### src/rtl/svn_scan_rx_pkg.sv
// Shared definitions for the seven-segment scan receiver.
// Segment table matches the display driver (active-low, CA as MSB).
package svn_scan_rx_pkg;

    localparam int DIGIT_W = 4;
    localparam int SEG_W   = 7;

    localparam logic [SEG_W-1:0] SEG_0 = 7'b0000001;
    localparam logic [SEG_W-1:0] SEG_1 = 7'b1001111;
    localparam logic [SEG_W-1:0] SEG_2 = 7'b0010010;
    localparam logic [SEG_W-1:0] SEG_3 = 7'b0000110;
    localparam logic [SEG_W-1:0] SEG_4 = 7'b1001100;
    localparam logic [SEG_W-1:0] SEG_5 = 7'b0100100;
    localparam logic [SEG_W-1:0] SEG_6 = 7'b0100000;
    localparam logic [SEG_W-1:0] SEG_7 = 7'b0001111;
    localparam logic [SEG_W-1:0] SEG_8 = 7'b0000000;
    localparam logic [SEG_W-1:0] SEG_9 = 7'b0000100;
    localparam logic [SEG_W-1:0] SEG_A = 7'b0001000;
    localparam logic [SEG_W-1:0] SEG_B = 7'b1100000;
    localparam logic [SEG_W-1:0] SEG_C = 7'b0110001;
    localparam logic [SEG_W-1:0] SEG_D = 7'b1000010;
    localparam logic [SEG_W-1:0] SEG_E = 7'b0110000;
    localparam logic [SEG_W-1:0] SEG_F = 7'b0111000;

    // Index n holds the pattern for hex digit n.
    localparam logic [15:0][SEG_W-1:0] SEG_TAB = {
        SEG_F, SEG_E, SEG_D, SEG_C,
        SEG_B, SEG_A, SEG_9, SEG_8,
        SEG_7, SEG_6, SEG_5, SEG_4,
        SEG_3, SEG_2, SEG_1, SEG_0
    };

    typedef enum logic {
        IDLE,
        TRACK
    } state_t;

endpackage

### src/rtl/svn_pattern_decode.sv
// Maps a 7-bit active-low segment pattern back to its hex nibble.
// Unknown patterns give nibble 0 with legal low.
module svn_pattern_decode
    import svn_scan_rx_pkg::*;
(
    input  logic [SEG_W-1:0]   pattern,
    output logic               legal,
    output logic [DIGIT_W-1:0] nibble
);

    // Table lookup; at most one entry can match.
    always_comb begin
        legal  = 1'b0;
        nibble = '0;
        for (int i = 0; i < 16; i++) begin
            if (pattern == SEG_TAB[i]) begin
                legal  = 1'b1;
                nibble = DIGIT_W'(i);
            end
        end
    end

endmodule

### src/rtl/svn_scan_rx.sv
// Scan receiver: samples a multiplexed seven-segment bus, decodes each
// settled digit and publishes whole frames when the scan order holds.
module svn_scan_rx
    import svn_scan_rx_pkg::*;
#(
    parameter int N_DIGITS = 8,
    parameter int SETTLE   = 1
) (
    input  logic                          clk,
    input  logic                          sys_rst_n,
    input  logic                          CA,
    input  logic                          CB,
    input  logic                          CC,
    input  logic                          CD,
    input  logic                          CE,
    input  logic                          CF,
    input  logic                          CG,
    input  logic                          DP,
    input  logic [N_DIGITS-1:0]           AN,
    output logic [DIGIT_W*N_DIGITS-1:0]   frame_data,
    output logic [N_DIGITS-1:0]           frame_dp,
    output logic                          frame_ok,
    output logic                          frame_valid,
    output logic                          seq_err,
    output logic                          locked
);

    localparam int IW = (N_DIGITS > 1) ? $clog2(N_DIGITS) : 1;
    localparam int CW = $clog2(SETTLE + 2);

    logic [N_DIGITS-1:0]         an_q;
    logic [N_DIGITS-1:0]         an_prev;
    logic [SEG_W-1:0]            seg_q;
    logic                        dp_q;
    logic [CW-1:0]               cnt;
    logic [CW-1:0]               run;
    logic [N_DIGITS-1:0]         act;
    logic                        one_hot;
    logic                        capture;
    logic [IW-1:0]               idx;
    logic                        legal;
    logic [DIGIT_W-1:0]          nib;

    state_t                      state;
    state_t                      state_d;
    logic [IW-1:0]               exp_idx;
    logic [IW-1:0]               exp_d;
    logic [DIGIT_W*N_DIGITS-1:0] sh_data;
    logic [DIGIT_W*N_DIGITS-1:0] sh_data_d;
    logic [N_DIGITS-1:0]         sh_dp;
    logic [N_DIGITS-1:0]         sh_dp_d;
    logic [N_DIGITS-1:0]         sh_legal;
    logic [N_DIGITS-1:0]         sh_legal_d;
    logic                        clr;
    logic                        st;
    logic                        pub;
    logic                        err;

    // Register the bus once; every decision below uses these copies.
    always_ff @(posedge clk or negedge sys_rst_n) begin
        if (!sys_rst_n) begin
            an_q    <= '0;
            an_prev <= '0;
            seg_q   <= '0;
            dp_q    <= 1'b0;
        end else begin
            an_q    <= AN;
            an_prev <= an_q;
            seg_q   <= {CA, CB, CC, CD, CE, CF, CG};
            dp_q    <= DP;
        end
    end

    // One-hot-low check, digit index and dwell run length.
    always_comb begin
        act     = ~an_q;
        one_hot = (act != '0) &&
                  ((act & (act - N_DIGITS'(1))) == '0);
        idx     = '0;
        for (int i = 0; i < N_DIGITS; i++) begin
            if (!an_q[i]) idx = IW'(i);
        end
        run = '0;
        if (one_hot) run = (an_q == an_prev) ? cnt + CW'(1) : CW'(1);
        capture = one_hot && (run == CW'(SETTLE));
    end

    // Dwell counter saturates at SETTLE so a long dwell captures once.
    always_ff @(posedge clk or negedge sys_rst_n) begin
        if (!sys_rst_n) begin
            cnt <= '0;
        end else if (!one_hot) begin
            cnt <= '0;
        end else if (run <= CW'(SETTLE)) begin
            cnt <= run;
        end
    end

    svn_pattern_decode u_dec (
        .pattern (seg_q),
        .legal   (legal),
        .nibble  (nib)
    );

    // Order tracking: decides store / clear / publish / error per capture.
    always_comb begin
        state_d    = state;
        exp_d      = exp_idx;
        clr        = 1'b0;
        st         = 1'b0;
        pub        = 1'b0;
        err        = 1'b0;
        if (capture) begin
            unique case (state)
                IDLE: begin
                    if (idx == '0) begin
                        clr     = 1'b1;
                        st      = 1'b1;
                        exp_d   = IW'(1);
                        state_d = TRACK;
                    end
                end
                TRACK: begin
                    if (idx == exp_idx) begin
                        st = 1'b1;
                        if (idx == IW'(N_DIGITS - 1)) begin
                            pub   = 1'b1;
                            exp_d = '0;
                        end else begin
                            exp_d = exp_idx + IW'(1);
                        end
                    end else begin
                        err = 1'b1;
                        clr = 1'b1;
                        if (idx == '0) begin
                            st    = 1'b1;
                            exp_d = IW'(1);
                        end else begin
                            exp_d   = '0;
                            state_d = IDLE;
                        end
                    end
                end
                default: state_d = IDLE;
            endcase
        end
        sh_data_d  = sh_data;
        sh_dp_d    = sh_dp;
        sh_legal_d = sh_legal;
        if (clr) begin
            sh_data_d  = '0;
            sh_dp_d    = '0;
            sh_legal_d = '0;
        end
        if (st) begin
            sh_data_d[DIGIT_W*idx +: DIGIT_W] = nib;
            sh_dp_d[idx]                      = ~dp_q;
            sh_legal_d[idx]                   = legal;
        end
    end

    // State, shadow frame and the atomically published outputs.
    always_ff @(posedge clk or negedge sys_rst_n) begin
        if (!sys_rst_n) begin
            state       <= IDLE;
            exp_idx     <= '0;
            sh_data     <= '0;
            sh_dp       <= '0;
            sh_legal    <= '0;
            frame_data  <= '0;
            frame_dp    <= '0;
            frame_ok    <= 1'b0;
            frame_valid <= 1'b0;
            seq_err     <= 1'b0;
        end else begin
            state       <= state_d;
            exp_idx     <= exp_d;
            sh_data     <= sh_data_d;
            sh_dp       <= sh_dp_d;
            sh_legal    <= sh_legal_d;
            frame_valid <= pub;
            seq_err     <= err;
            if (pub) begin
                frame_data <= sh_data_d;
                frame_dp   <= sh_dp_d;
                frame_ok   <= &sh_legal_d;
            end
        end
    end

    assign locked = (state == TRACK);

endmodule

### config.mk
export PLATFORM = sky130hd
export DESIGN_NAME = svn_scan_rx
export DESIGN_NICKNAME = d
export VERILOG_FILES = /design/src/rtl/svn_scan_rx_pkg.sv /design/src/rtl/svn_pattern_decode.sv /design/src/rtl/svn_scan_rx.sv
export SDC_FILE = /design/constraint.sdc
export NUM_CORES = 1
export LEC_CHECK = 0
export ABC_AREA = 1
export CORE_ASPECT_RATIO = 0.7
export CORE_UTILIZATION = 55
export DETAILED_ROUTE_END_ITERATION = 16
export PLACE_DENSITY_LB_ADDON = 0.15
export SYNTH_ARGS = -nofsm -noshare
export SYNTH_HDL_FRONTEND = slang
export SYNTH_SLANG_ARGS = --single-unit
### constraint.sdc
create_clock -name clk -period 4.74 [get_ports clk]
set_input_delay 0.474 -clock clk [delete_from_list [all_inputs] [get_ports clk]]
set_output_delay 0.474 -clock clk [all_outputs]
set_load 0.01 [all_outputs]
==> results of run 1 <==
## metal layers
layer  wire length (um)  track usage  up-vias
met4                133       0.0932        0
met5                  0            0        -
met1               6080        0.385     2143
met3                582       0.0625       13
li1                   -            -     2147
met2               5920        0.408      129
## metrics by stage
step,cells,power (uW),instance area [um2],worst slack (ns)
6_report,831,2590,6850,1.59
5_1_grt,831,2670,6850,1.30
4_1_cts,831,2610,6850,1.62
3_5_place_dp,799,1180,6190,1.70
3_3_place_gp,799,1170,6190,1.82
2_1_floorplan,619,1130,5460,2.40
## cells in the mapped netlist (all sizes together)
cell | instances | area [um2]
nand2 | 211 | 832
dfrtp | 121 | 3030
nand3 | 82 | 453
inv | 56 | 210
o21ai | 45 | 282
nor2 | 40 | 168
nand4 | 12 | 118
buf | 9 | 57.6
ha | 7 | 87.6
nor3 | 7 | 35.0
a21oi | 4 | 20.0
clkbuf | 4 | 15.0
xor2 | 4 | 35.0
clkinv | 3 | 12.5
nor4 | 3 | 25.0
o31ai | 3 | 22.5
xnor2 | 3 | 26.3
nand3b | 2 | 15.0
nor3b | 1 | 7.51
o21bai | 1 | 7.51
o22ai | 1 | 6.26
## final timing paths
check,from,endpoint,slack [ns],cells after the start
max in group asynchronous,sys_rst_n,sh_data[2]$_DFF_PN0_,3.45,2
setup reg to reg,an_q[1]$_DFF_PN0_,frame_ok$_DFFE_PN0P_,1.59,20
setup / recovery,an_q[1]$_DFF_PN0_,frame_ok$_DFFE_PN0P_,1.59,20
min in group clk,an_q[1]$_DFF_PN0_,an_prev[1]$_DFF_PN0_,0.44,0
hold / removal,sys_rst_n,frame_data[20]$_DFFE_PN0P_,0.24,1
hold reg to reg,an_q[1]$_DFF_PN0_,an_prev[1]$_DFF_PN0_,0.44,0
## power by group
group | total [uW] | switching, uW | internal [uW]
clock network | 1430 | 484 | 950
logic | 104 | 72.1 | 31.5
registers | 1050 | 10.8 | 1040
total | 2590 | 567 | 2030
## sequential cells by signal, indices dropped and copies added, names as in the netlist
name and count:
sh_legal 8, frame_dp 8, sh_dp 8, locked 1
an_q 8, frame_data 32, dp_q 1, cnt 2
frame_ok 1, sh_data 32, exp_idx 3, an_prev 8
seq_err 1, seg_q 7, frame_valid 1
## final cells by class
type / instances / area share
clock buffers: 18 / 0.0641
clock inverters: 14 / 0.0322
inverters: 59 / 0.0325
multi-input cells: 426 / 0.312
flip-flops and latches: 121 / 0.442
well taps: 128 / 0.0234
repair buffers: 65 / 0.0932
## kinds of logic after synthesis
logic type	Yosys count	synth area share
AOI/OAI and AO/OA	54	0.0618
xor gates and xnor gates	7	0.0112
adders and majority gates	7	0.0160
buffers and inverters	72	0.0541
DFF	121	0.554
and+or+nand+nor	358	0.303
## worst reg2reg max path: stages, from the launching register on
cell and delay (ns):
dfrtp_1 0.41, inv_1 0.09, nand2_1 0.06, nand2_1 0.07
nand2_1 0.07, nand2_2 0.11, nand2_4 0.11, ha_1 0.22
ha_1 0.23, nor2_1 0.10, inv_1 0.05, nand3_1 0.10
inv_2 0.07, nand2_1 0.44, buf_4 0.41, nand3_1 0.14
nand2_1 0.10, nand2_1 0.09, nor2_1 0.12, nand2_1 0.07
nand2_1 0.06
==> flow_summary.json, run 1 <==
{
  "cts.sinks": 121,
  "dr.pass1.iters": 5,
  "hpwl_um": 8520,
  "worstMarginPinSlew_ns": 1.02,
  "startpoint_type": "flop",
  "die-height_um": 85.4,
  "clk_latency_ns": 0.41,
  "clk_path_buf_depth": 2,
  "vias_per_cell": 5.33,
  "powerDensity_nw_per_um2": 379,
  "grt_usage": 0.270,
  "ios": 62,
  "drt-total-wl_um": 12700,
  "fillers": 724,
  "ir_drop_v": 0.000299,
  "ant_nets": 0,
  "syn_area_um2": 5460,
  "syn_area_per_cell_um2": 8.83,
  "path_cells": "inv_1, nand2_1, nand2_1, nand2_1, nand2_2, nand2_4, ha_1, ha_1, nor2_1, inv_1, nand3_1, inv_2, nand2_1, buf_4, nand3_1, nand2_1, nand2_1, nor2_1, nand2_1, nand2_1",
  "cts_buffers": 17,
  "path_max_fanout": 30,
  "htree_num_levels": 4,
  "cts_hold_buf": 0,
  "final_util": 0.707,
  "start_util": 0.564,
  "crit_buf_inv": 4,
  "crit_path_frequent_cell": "nand2_1",
  "endpoint_kind": "flop",
  "timing.critical_path.required_ns": 5.09,
  "root_buffer": "clkbuf_16",
  "min_period_ns": 3.15,
  "relSlewSlack": 0.322,
  "arrival_ns": 3.50,
  "grt_antenna_before_repair": 0,
  "syn_nets": 644,
  "cts_resized": 0,
  "layout_commonest_cell": "nand2_1",
  "post-cts-setup-buffers": 0,
  "layout.nets": 715,
  "drc_errors": 0,
  "io_buffers": 61,
  "grt_setup_unrepaired": "no",
  "criticalPathCategory": "reg2reg",
  "ys_seq_area_frac": 0.554,
  "die_x_um": 121,
  "most-common-layout-cells": "201 x nand2_1, 121 x dfrtp_1, 78 x nand3_1",
  "timing.hold.ws_ns": 0.244,
  "area_delta_synth_final_pct": 25.4,
  "wire_per_inst_um": 15.3,
  "hold_viol_final": 0,
  "place_congestion": 0.933,
  "grt_max_degree": 84,
  "grt_pass1_vias": 4313,
  "multi_input_area_um2": 2140,
  "yosysWarningCount": 0,
  "fmax_mhz": 317,
  "drv_slew": 0,
  "grt_overflow_total": 0,
  "setup_tns_ns": 0,
  "vias": 4432,
  "grt_pass1_wl_um": 21200,
  "drtIter0Drc": 341,
  "leakage_uw": 0.00338,
  "hp-class": "in2async",
  "finalCritPeriodShare": 0.665,
  "cpLargestDelayFamily": "simple AND/OR/NAND/NOR gates",
  "diodes": 0,
  "cts_tree": "built",
  "syn_inst": 619,
  "die-area_um2": 10300,
  "clk_pin_slew_ns": 0.06,
  "status": "complete, no violations",
  "drive_gt1_frac": 0.118,
  "core-area_um2": 9680,
  "cp_slowest_stage_delay_ns": 0.44,
  "finalClockSkew_ns": 0.00699,
  "ff_latch_area_um2": 3030,
  "synth_cell_types": 36,
  "crit_slowest_cell": "nand2_1",
  "setup_viol": 0,
  "rows": 30,
  "maxCapViolations": 0,
  "ys_ff_latch": 121
}
(Power assumes the default switching activity.)
==> inputs of run 2 (changes only) <==
CORE_UTILIZATION = 51   (was 55)
clock period = 2.85 ns   (was 4.74 ns; I/O delays follow)
==> flow_summary.json, run 2 (synthesis results as in run 1) <==
{
  "maxCapViolations": 0,
  "drc_errors": 0,
  "cpLargestDelayFamily": "simple AND/OR/NAND/NOR gates",
  "min_period_ns": 2.64,
  "vias": 4429,
  "drt-total-wl_um": 12500,
  "cp_slowest_stage_delay_ns": 0.43,
  "core-area_um2": 10400,
  "cts_tree": "built",
  "grt_pass1_wl_um": 20700,
  "arrival_ns": 2.93,
  "drive_gt1_frac": 0.128,
  "vias_per_cell": 5.26,
  "reg2reg_from": "an_q[3]$_DFF_PN0_",
  "ios": 62,
  "dp.cells": 809,
  "htree_num_levels": 4,
  "drv_slew": 0,
  "path_max_fanout": 8,
  "endpoint": "frame_data[17]$_DFFE_PN0P_",
  "die-height_um": 88.6,
  "setup_viol": 0,
  "ir_drop_v": 0.000489,
  "grt_overflow_total": 0,
  "crit_slowest_cell": "dfrtp_1",
  "grt_pass1_vias": 4197,
  "relSlewSlack": 0.485,
  "pre_cts_ws_ns": 0.0770,
  "crit_cells": 14,
  "final_cells": 842,
  "layout_commonest_cell": "nand2_1",
  "reg_top3": "frame_data (32), sh_data (32)",
  "status": "complete, no violations",
  "hpwl_um": 8550,
  "layout.nets": 722,
  "finalCritPeriodShare": 0.926,
  "cts_buffers": 17,
  "hold_viol_final": 0,
  "rows": 31,
  "diodes": 0,
  "crit_start": "an_q[3]$_DFF_PN0_",
  "cts.sinks": 121,
  "endpoint_kind": "flop",
  "fmax_mhz": 379,
  "die_x_um": 126,
  "crit_path_frequent_cell": "nand2_1",
  "finalClockSkew_ns": 0.00624,
  "root_buffer": "clkbuf_16",
  "ant_nets": 0,
  "post-cts-setup-buffers": 0,
  "timing.critical_path.required_ns": 3.14,
  "leakage_uw": 0.00341,
  "clk_latency_ns": 0.41,
  "start_util": 0.526,
  "most-common-layout-cells": "200 x nand2_1, 120 x dfrtp_1, 78 x nand3_1",
  "crit_buf_inv": 2,
  "io_buffers": 61,
  "die-area_um2": 11100,
  "grt_usage": 0.245,
  "clk_pin_slew_ns": 0.05,
  "powerDensity_nw_per_um2": 578,
  "wire_per_inst_um": 14.8,
  "criticalPathCategory": "reg2reg",
  "area_delta_synth_final_pct": 26.2,
  "path_cells": "nand2_2, nand2_1, nand2_2, inv_1, ha_1, ha_4, inv_1, nand2_1, nor4_2, nand2_2, nand3_1, o31ai_4, nand2_1, nand2_1",
  "setup_ws_ns": 0.212,
  "place_congestion": 0.903,
  "hp-class": "in2reg",
  "clk_path_buf_depth": 2,
  "worstMarginPinSlew_ns": 0.773,
  "grt_max_degree": 61,
  "drtIter0Drc": 349,
  "startpoint_type": "flop",
  "r2r_cells": 14,
  "dr.pass1.iters": 5,
  "grt_antenna_before_repair": 0,
  "reg2reg_to": "frame_data[17]$_DFFE_PN0P_",
  "r2r_setup_slack_ns": 0.21
}
run 2: changes by cell type in the layout (fill, tap and decap cells not counted), moves of 2 or more:
cell | before | now
nand4_2 | 2 | 0
o31ai_2 | 0 | 2
o31ai_1 | 3 | 0
buf_4 | 5 | 10
clkinvlp_4 | 4 | 2
clkinv_4 | 2 | 0
clkbuf_1 | 0 | 5
bufinv_16 | 5 | 2
inv_6 | 2 | 0
nand4_4 | 2 | 4
clkinv_2 | 2 | 4
run 2: per-stage QoR:
stage               power, uW  cell area (um2)  utilization  hold WS, ns  TNS [ns]
CTS                      4010             6830        0.657        0.305         0
global route             4120             6890        0.663        0.306   -0.0193
global placement         1960             6250        0.601        0.400         0
finish                   3980             6890        0.663        0.315         0
floorplan                1870             5460            -      -0.0106         0
detailed placement       1960             6250        0.601        0.407         0
run 2: report_power, final:
part | internal, uW | switching (uW) | total (uW) | leakage (uW)
logic | 60.6 | 126 | 186 | 0.00150
clock network | 1330 | 717 | 2040 | 0.000274
registers | 1740 | 17.8 | 1760 | 0.00163
run 2: area by class of cell:
class	count	area, um2
fill	854	3500
sequential	121	3030
multi-input combinational	426	2200
timing repair buffer	72	706
clock buffer	24	472
inverter	59	224
tap	132	165
clock inverter	8	95.1
run 2: how the worst min path moves through the flow:
stage                         start                   end  slack [ns]  depth (start not counted)
after floorplan           sys_rst_n  an_prev[0]$_DFF_PN0_       -0.01                          0
after global placement    sys_rst_n  an_prev[1]$_DFF_PN0_        0.40                          1
after detailed placement  sys_rst_n  an_prev[2]$_DFF_PN0_        0.41                          1
after CTS                     AN[6]     an_q[6]$_DFF_PN0_        0.30                          1
after global routing             CA    seg_q[6]$_DFF_PN0_        0.31                          1
final                         AN[6]     an_q[6]$_DFF_PN0_        0.32                          1
run 2: worst register-to-register path, stage by stage, from the launching register on:
cell and delay (ns):
dfrtp_1 0.43, nand2_2 0.15, nand2_1 0.10, nand2_2 0.13, inv_1 0.10, ha_1 0.22
ha_4 0.19, inv_1 0.18, nand2_1 0.20, nor4_2 0.22, nand2_2 0.21, nand3_1 0.18
o31ai_4 0.10, nand2_1 0.07, nand2_1 0.05
run 2: repair_timing:
action / 4_1_cts / 5_1_grt
setup endpoints to repair: 0 / 40
hold buffers: 1 / 0
endpoints found under the hold margin: 58 / 0
resized for setup: 0 / 12
run 2: layer usage:
layer | track usage | vias up | part of all wire
li1 | - | 2170 | -
met1 | 0.347 | 2102 | 0.48
met2 | 0.377 | 142 | 0.45
met3 | 0.0526 | 15 | 0.057
met4 | 0.0865 | 0 | 0.012
met5 | 0 | - | 0
==> edit 1, RTL diff (settings of run 2) <==
`sh_data`, `sh_dp` and `sh_legal` no longer have a reset.
--- a/src/rtl/svn_scan_rx.sv
+++ b/src/rtl/svn_scan_rx.sv
@@ -164,9 +164,6 @@
         if (!sys_rst_n) begin
             state       <= IDLE;
             exp_idx     <= '0;
-            sh_data     <= '0;
-            sh_dp       <= '0;
-            sh_legal    <= '0;
             frame_data  <= '0;
             frame_dp    <= '0;
             frame_ok    <= 1'b0;
@@ -175,9 +172,6 @@
         end else begin
             state       <= state_d;
             exp_idx     <= exp_d;
-            sh_data     <= sh_data_d;
-            sh_dp       <= sh_dp_d;
-            sh_legal    <= sh_legal_d;
             frame_valid <= pub;
             seq_err     <= err;
             if (pub) begin
@@ -188,6 +182,12 @@
         end
     end
 
+    always_ff @(posedge clk) begin
+        sh_data  <= sh_data_d;
+        sh_dp    <= sh_dp_d;
+        sh_legal <= sh_legal_d;
+    end
+
     assign locked = (state == TRACK);
 
 endmodule
Check against the original RTL: same outputs for any inputs over 10 cycles, from zero or initial values and one cycle with sys_rst_n low; that may be too few to reach the edited logic, so the function may still have changed.
==> edit 1 against run 2 <==
Sequential cell count stayed put; synthesized area decreased by 4.4%; via count fell by 1.4%; worst setup slack worse by 31 ps; routed wire length fell by 4.6%; sequential share of layout area is 1.7 points lower; design area fell by 4.2%; power grew 0.95%; largest cell class unchanged; largest power group unchanged; highest routed layer unchanged.
==> edit 1: results (changes against run 2) <==
{| class="wikitable"
! Metric !! Value
|-
| Run status || completed
|-
| Total GRT Usage || 24.3% (-0.22 points)
|-
| Global placement routability congestion || 0.846 (-6.3%)
|-
| Internal reg-to-reg setup slack || 180 ps (-30 ps)
|-
| Slew of the pin with the lowest slew margin || 917 ps (+144 ps)
|-
| Vias in the first global route || 4066 (-3.1%)
|-
| Placed standard-cell area || 5980 µm² (-4.3%)
|-
| Final Routed Wirelength || 11.9 mm (-4.6%)
|-
| Total half-perimeter wirelength after legalization and detailed placement || 8.25 mm (-3.5%)
|-
| H-tree levels || 4 (unchanged)
|-
| Buffers and inverters on the worst path || 2 (unchanged)
|-
| Slowest-stage cell, CP || dfrtp_1
|-
| Static Leakage || 3.10 nW (-9.0%)
|-
| R2r worst-path depth || 12 (-2)
|-
| Launch instance of the worst register-to-register path || an_q[3]
|-
| Yosys cell types || 37 (+2.8%)
|-
| Ant. Diodes || 0 (unchanged)
|-
| Commonest cells in the netlist || nand2_1 (201), nand3_1 (78), dfrtp_1 (73)
|-
| Main area contributors after synthesis || dfrtp_1 (35%), dfxtp_1 (18%), nand2_1 (14%)
|-
| Top FF cell, synth || dfrtp_1
|-
| Fill cell total of the finished layout || 771 (-9.7%)
|-
| Global-route wire length before repair || 19.6 mm (-5.4%)
|-
| Post-Route Skew || 7.22 ps (+0.974 ps)
|-
| Maximum number of pins on one net before global-route repair || 74 (+21%)
|-
| Nets@finish || 718 (-0.55%)
|-
| Arrival time worst endpoint || 3010 ps (+80 ps)
|-
| Buffers from clock root to sink, at most || 2 (unchanged)
|-
| Asr flop ratio synth || 60.3% (-40 points)
|-
| Proportion of synthesized chip area in sequential cells || 53.4% (-2.1 points)
|-
| Slowest Stage Delay on Critical Path || 440 ps
|-
| Fraction of layout instances using a drive strength above 1 || 12.6% (-0.21 points)
|-
| Register clock-pin slew on the reported worst setup and hold paths || 50 ps (about the same)
|-
| Initial antenna violation count || 0 (unchanged)
|-
| Start point of the critical path || an_q[3]
|-
| Vias/cell || 5.23 (-0.50%)
|-
| IR Drop Worst-Case VDD || 0.000390 V (-20%)
|-
| Count of routing violations after the opening detailed-route iteration || 307 (-12%)
|-
| Class of the tightest hold or removal check || input pin to asynchronous set/reset pin
|}
[edit 1: logic make-up after synthesis]
group	synth area share, %
AO/OA/AOI/OAI	6.47
XOR/XNOR	1.17
adder cells (fa/ha/maj)	1.68
buffers and inverters	5.65
flip-flops	53.4
AND/OR/NAND/NOR	31.6
[edit 1: where the power goes]
part / leakage (nW) / switching [mW] / internal [mW]
logic: 1.48 / 0.107 / 0.0546
clock network: 0.272 / 0.747 / 1.37
registers: 1.35 / 0.0177 / 1.73
total: 3.10 / 0.873 / 3.15
[edit 1: cell type report]
cell class                      count  area [µm²]  area share [%]
Multi-Input combinational cell    426        2170            32.8
Clock inverter                     12         151            2.29
Sequential cell                   121        2790            42.2
Inverter                           59         224            3.39
Tap cell                          128         160            2.43
Clock buffer                       20         437            6.61
Timing Repair Buffer               68         673            10.2
[edit 1: through the flow]
step,setup WS (ps),instances,hold WS [ps],setup TNS [ps]
CTS,101,834,64.3,0
detailed placement,117,802,437,0
global placement,213,802,418,0
floorplan,521,619,-10.6,0
finish,181,834,29.0,0
global route,-15.7,834,105,-15.7
[edit 1: worst register-to-register path, delay by kind of cell (launching register included)]
family | cells | cell delay [ps]
flip-flops | 1 | 440
AO/OA/AOI/OAI | 1 | 280
adder cells (fa/ha/maj) | 2 | 600
buffers and inverters | 2 | 210
AND/OR/NAND/NOR | 7 | 1090
[edit 1: per-layer routing]
layer / global-route usage [%] / vias to the layer above / routed length, µm
met5: 0 / - / 0
met4: 7.76 / 0 / 162
met3: 5.79 / 15 / 786
met2: 35.3 / 143 / 5070
met1: 35.5 / 2046 / 5890
li1: - / 2161 / -
==> edit 2, RTL diff (settings of run 2) <==
Made on the original files. `DIGIT_W`: 4 -> 5.
--- a/src/rtl/svn_scan_rx_pkg.sv
+++ b/src/rtl/svn_scan_rx_pkg.sv
@@ -2,7 +2,7 @@
 // Segment table matches the display driver (active-low, CA as MSB).
 package svn_scan_rx_pkg;
 
-    localparam int DIGIT_W = 4;
+    localparam int DIGIT_W = 5;
     localparam int SEG_W   = 7;
 
     localparam logic [SEG_W-1:0] SEG_0 = 7'b0000001;
Ports: changed (resized frame_data); port bits go from 62 to 70. The function was not compared with the original's and may differ.
==> edit 2 against run 2 <==
Power increased by 8.1%; design area up 9.9%; worst setup slack lost 20 ps; critical path type unchanged; sequential share of layout area increased by 1.3 points; sequential cell count up 16; routed wire length up 12%; hold slack lost 14 ps; synthesized area up 9.1%.
==> edit 2: results (changes against run 2) <==
{| class="wikitable"
! Metric !! Value
|-
| Global placement routability congestion || 0.951 (+5.3%)
|-
| Nets@finish || 782 (+8.3%)
|-
| Post-Route Skew || 6.35 ps (+0.103 ps)
|-
| Total GRT Usage || 25.3% (+0.79 points)
|-
| Arrival time worst endpoint || 2970 ps (+40 ps)
|-
| Commonest cells in the netlist || nand2_1 (206), dfrtp_1 (137), nand3_1 (70)
|-
| Worst rel slew slack || 67.2% (+19 points)
|-
| Fraction of layout instances using a drive strength above 1 || 13.5% (+0.69 points)
|-
| Asr flop ratio synth || 100% (unchanged)
|-
| Maximum number of pins on one net before global-route repair || 65 (+6.6%)
|-
| Registers with the most flip-flops || frame_data x40, sh_data x40
|-
| Root buf cell || clkbuf_16
|-
| Net count after synthesis || 689 (+7.0%)
|-
| Static Leakage || 3.75 nW (+9.9%)
|-
| Int Pwr || 3.31 mW (+6.0%)
|-
| Proportion of synthesized chip area in sequential cells || 57.5% (+2.1 points)
|-
| Synth warn || 0 (unchanged)
|-
| Vias/cell || 5.19 (-1.4%)
|-
| Peak fanout along the critical path || 9 (+1)
|-
| Count of routing violations after the opening detailed-route iteration || 388 (+11%)
|-
| Global-route wire length before repair || 23.7 mm (+15%)
|-
| Fill cell total of the finished layout || 879 (+2.9%)
|-
| Power per cell area || 569 nW/µm² (-1.6%)
|-
| IR Drop Worst-Case VDD || 0.000436 V (-11%)
|-
| Total half-perimeter wirelength after legalization and detailed placement || 9.64 mm (+13%)
|-
| Clk pwr share || 49.7% (-1.6 points)
|-
| Total of buffers placed on input and output ports || 69 (+13%)
|-
| Run status || completed
|-
| Yosys cell types || 33 (-8.3%)
|-
| Logic power comb || 187 µW
|-
| Wire length per cell after detailed routing || 15.2 µm (+2.2%)
|-
| Initial antenna violation count || 0 (unchanged)
|-
| Vias in the first global route || 4766 (+14%)
|-
| Main area contributors after synthesis || dfrtp_1 (58%), nand2_1 (13%), nand3_1 (5.9%)
|}
edit 2: cell count changes after synthesis, moves of 4 or more:
cell / delta
nand3_1: -8
nand2_1: +5
inv_1: +17
clkbuf_1: +4
o21ai_0: +9
xor2_1: -4
nor2_1: +5
xnor2_1: +4
dfrtp_1: +16
edit 2: cell type report:
cell class | instances | area share [%]
multi-input combinational | 439 | 29.2
tap | 153 | 2.53
clock buffer | 17 | 5.61
sequential | 137 | 45.3
timing repair buffer | 91 | 11.8
clock inverter | 15 | 2.01
inverter | 71 | 3.57
edit 2: through the flow:
stage	area (µm²)	worst slack, ps	cells
after floorplan	5960	513	664
after global placement	6930	220	885
after detailed placement	6930	140	885
after CTS	7510	65.1	918
after global routing	7580	-19.9	923
final	7580	192	923
edit 2: routing by layer:
| layer | share of wire, % | vias to the layer above | routed length (µm) | global-route usage, % |
|---|---|---|---|---|
| met3 | 4.5 | 25 | 633 | 6.46 |
| met4 | 1.7 | 0 | 233 | 7.94 |
| li1 | - | 2317 | - | - |
| met1 | 47 | 2313 | 6580 | 34.0 |
| met2 | 47 | 134 | 6540 | 40.4 |
| met5 | 0 | - | 0 | 0 |
edit 2: critical path: stages, from the launching register on:
cell and delay, ps:
dfrtp_1 410, inv_1 80, nand2_1 50, nand2_1 60, nand2_1 50, nand2_1 120, nand2_2 120, ha_1 230
ha_1 440, clkinvlp_4 220, nor3_1 240, nand2_2 190, nand3_1 120, o21ai_1 90, nand2_1 70, nand2_1 50
edit 2: timing repair:
action | CTS | global route
setup buffers | 0 | 5
hold endpoints to repair | 34 | 0
hold buffers | 1 | 0
resized for setup | 0 | 12
endpoints found under the setup margin | 0 | 44
edit 2: logic make-up (layout without fill, tap and decap cells):
| kind of cell | count (synthesis) | count (layout) | share of synthesized area (%) |
|---|---|---|---|
| AOI/OAI and AO/OA | 69 | 69 | 7.18 |
| xor gates and xnor gates | 7 | 7 | 1.03 |
| adders and majority gates | 7 | 7 | 1.47 |
| buffers and inverters | 88 | 194 | 5.82 |
| DFF | 137 | 137 | 57.5 |
| and+or+nand+nor | 356 | 356 | 27.0 |
edit 2: path summary, 6_finish.rpt:
check                           startpoint        endpoint  slack [ps]  depth (start not counted)
worst max-delay path               an_q[1]  frame_data[20]         190                         15
worst min-delay path                 AN[1]         an_q[1]         300                          1
worst max register to register     an_q[1]  frame_data[20]         190                         15
worst min register to register     an_q[0]      an_prev[0]         420                          0
max in group asynchronous        sys_rst_n  frame_data[13]        1710                          3
min in group asynchronous        sys_rst_n          locked         320                          2
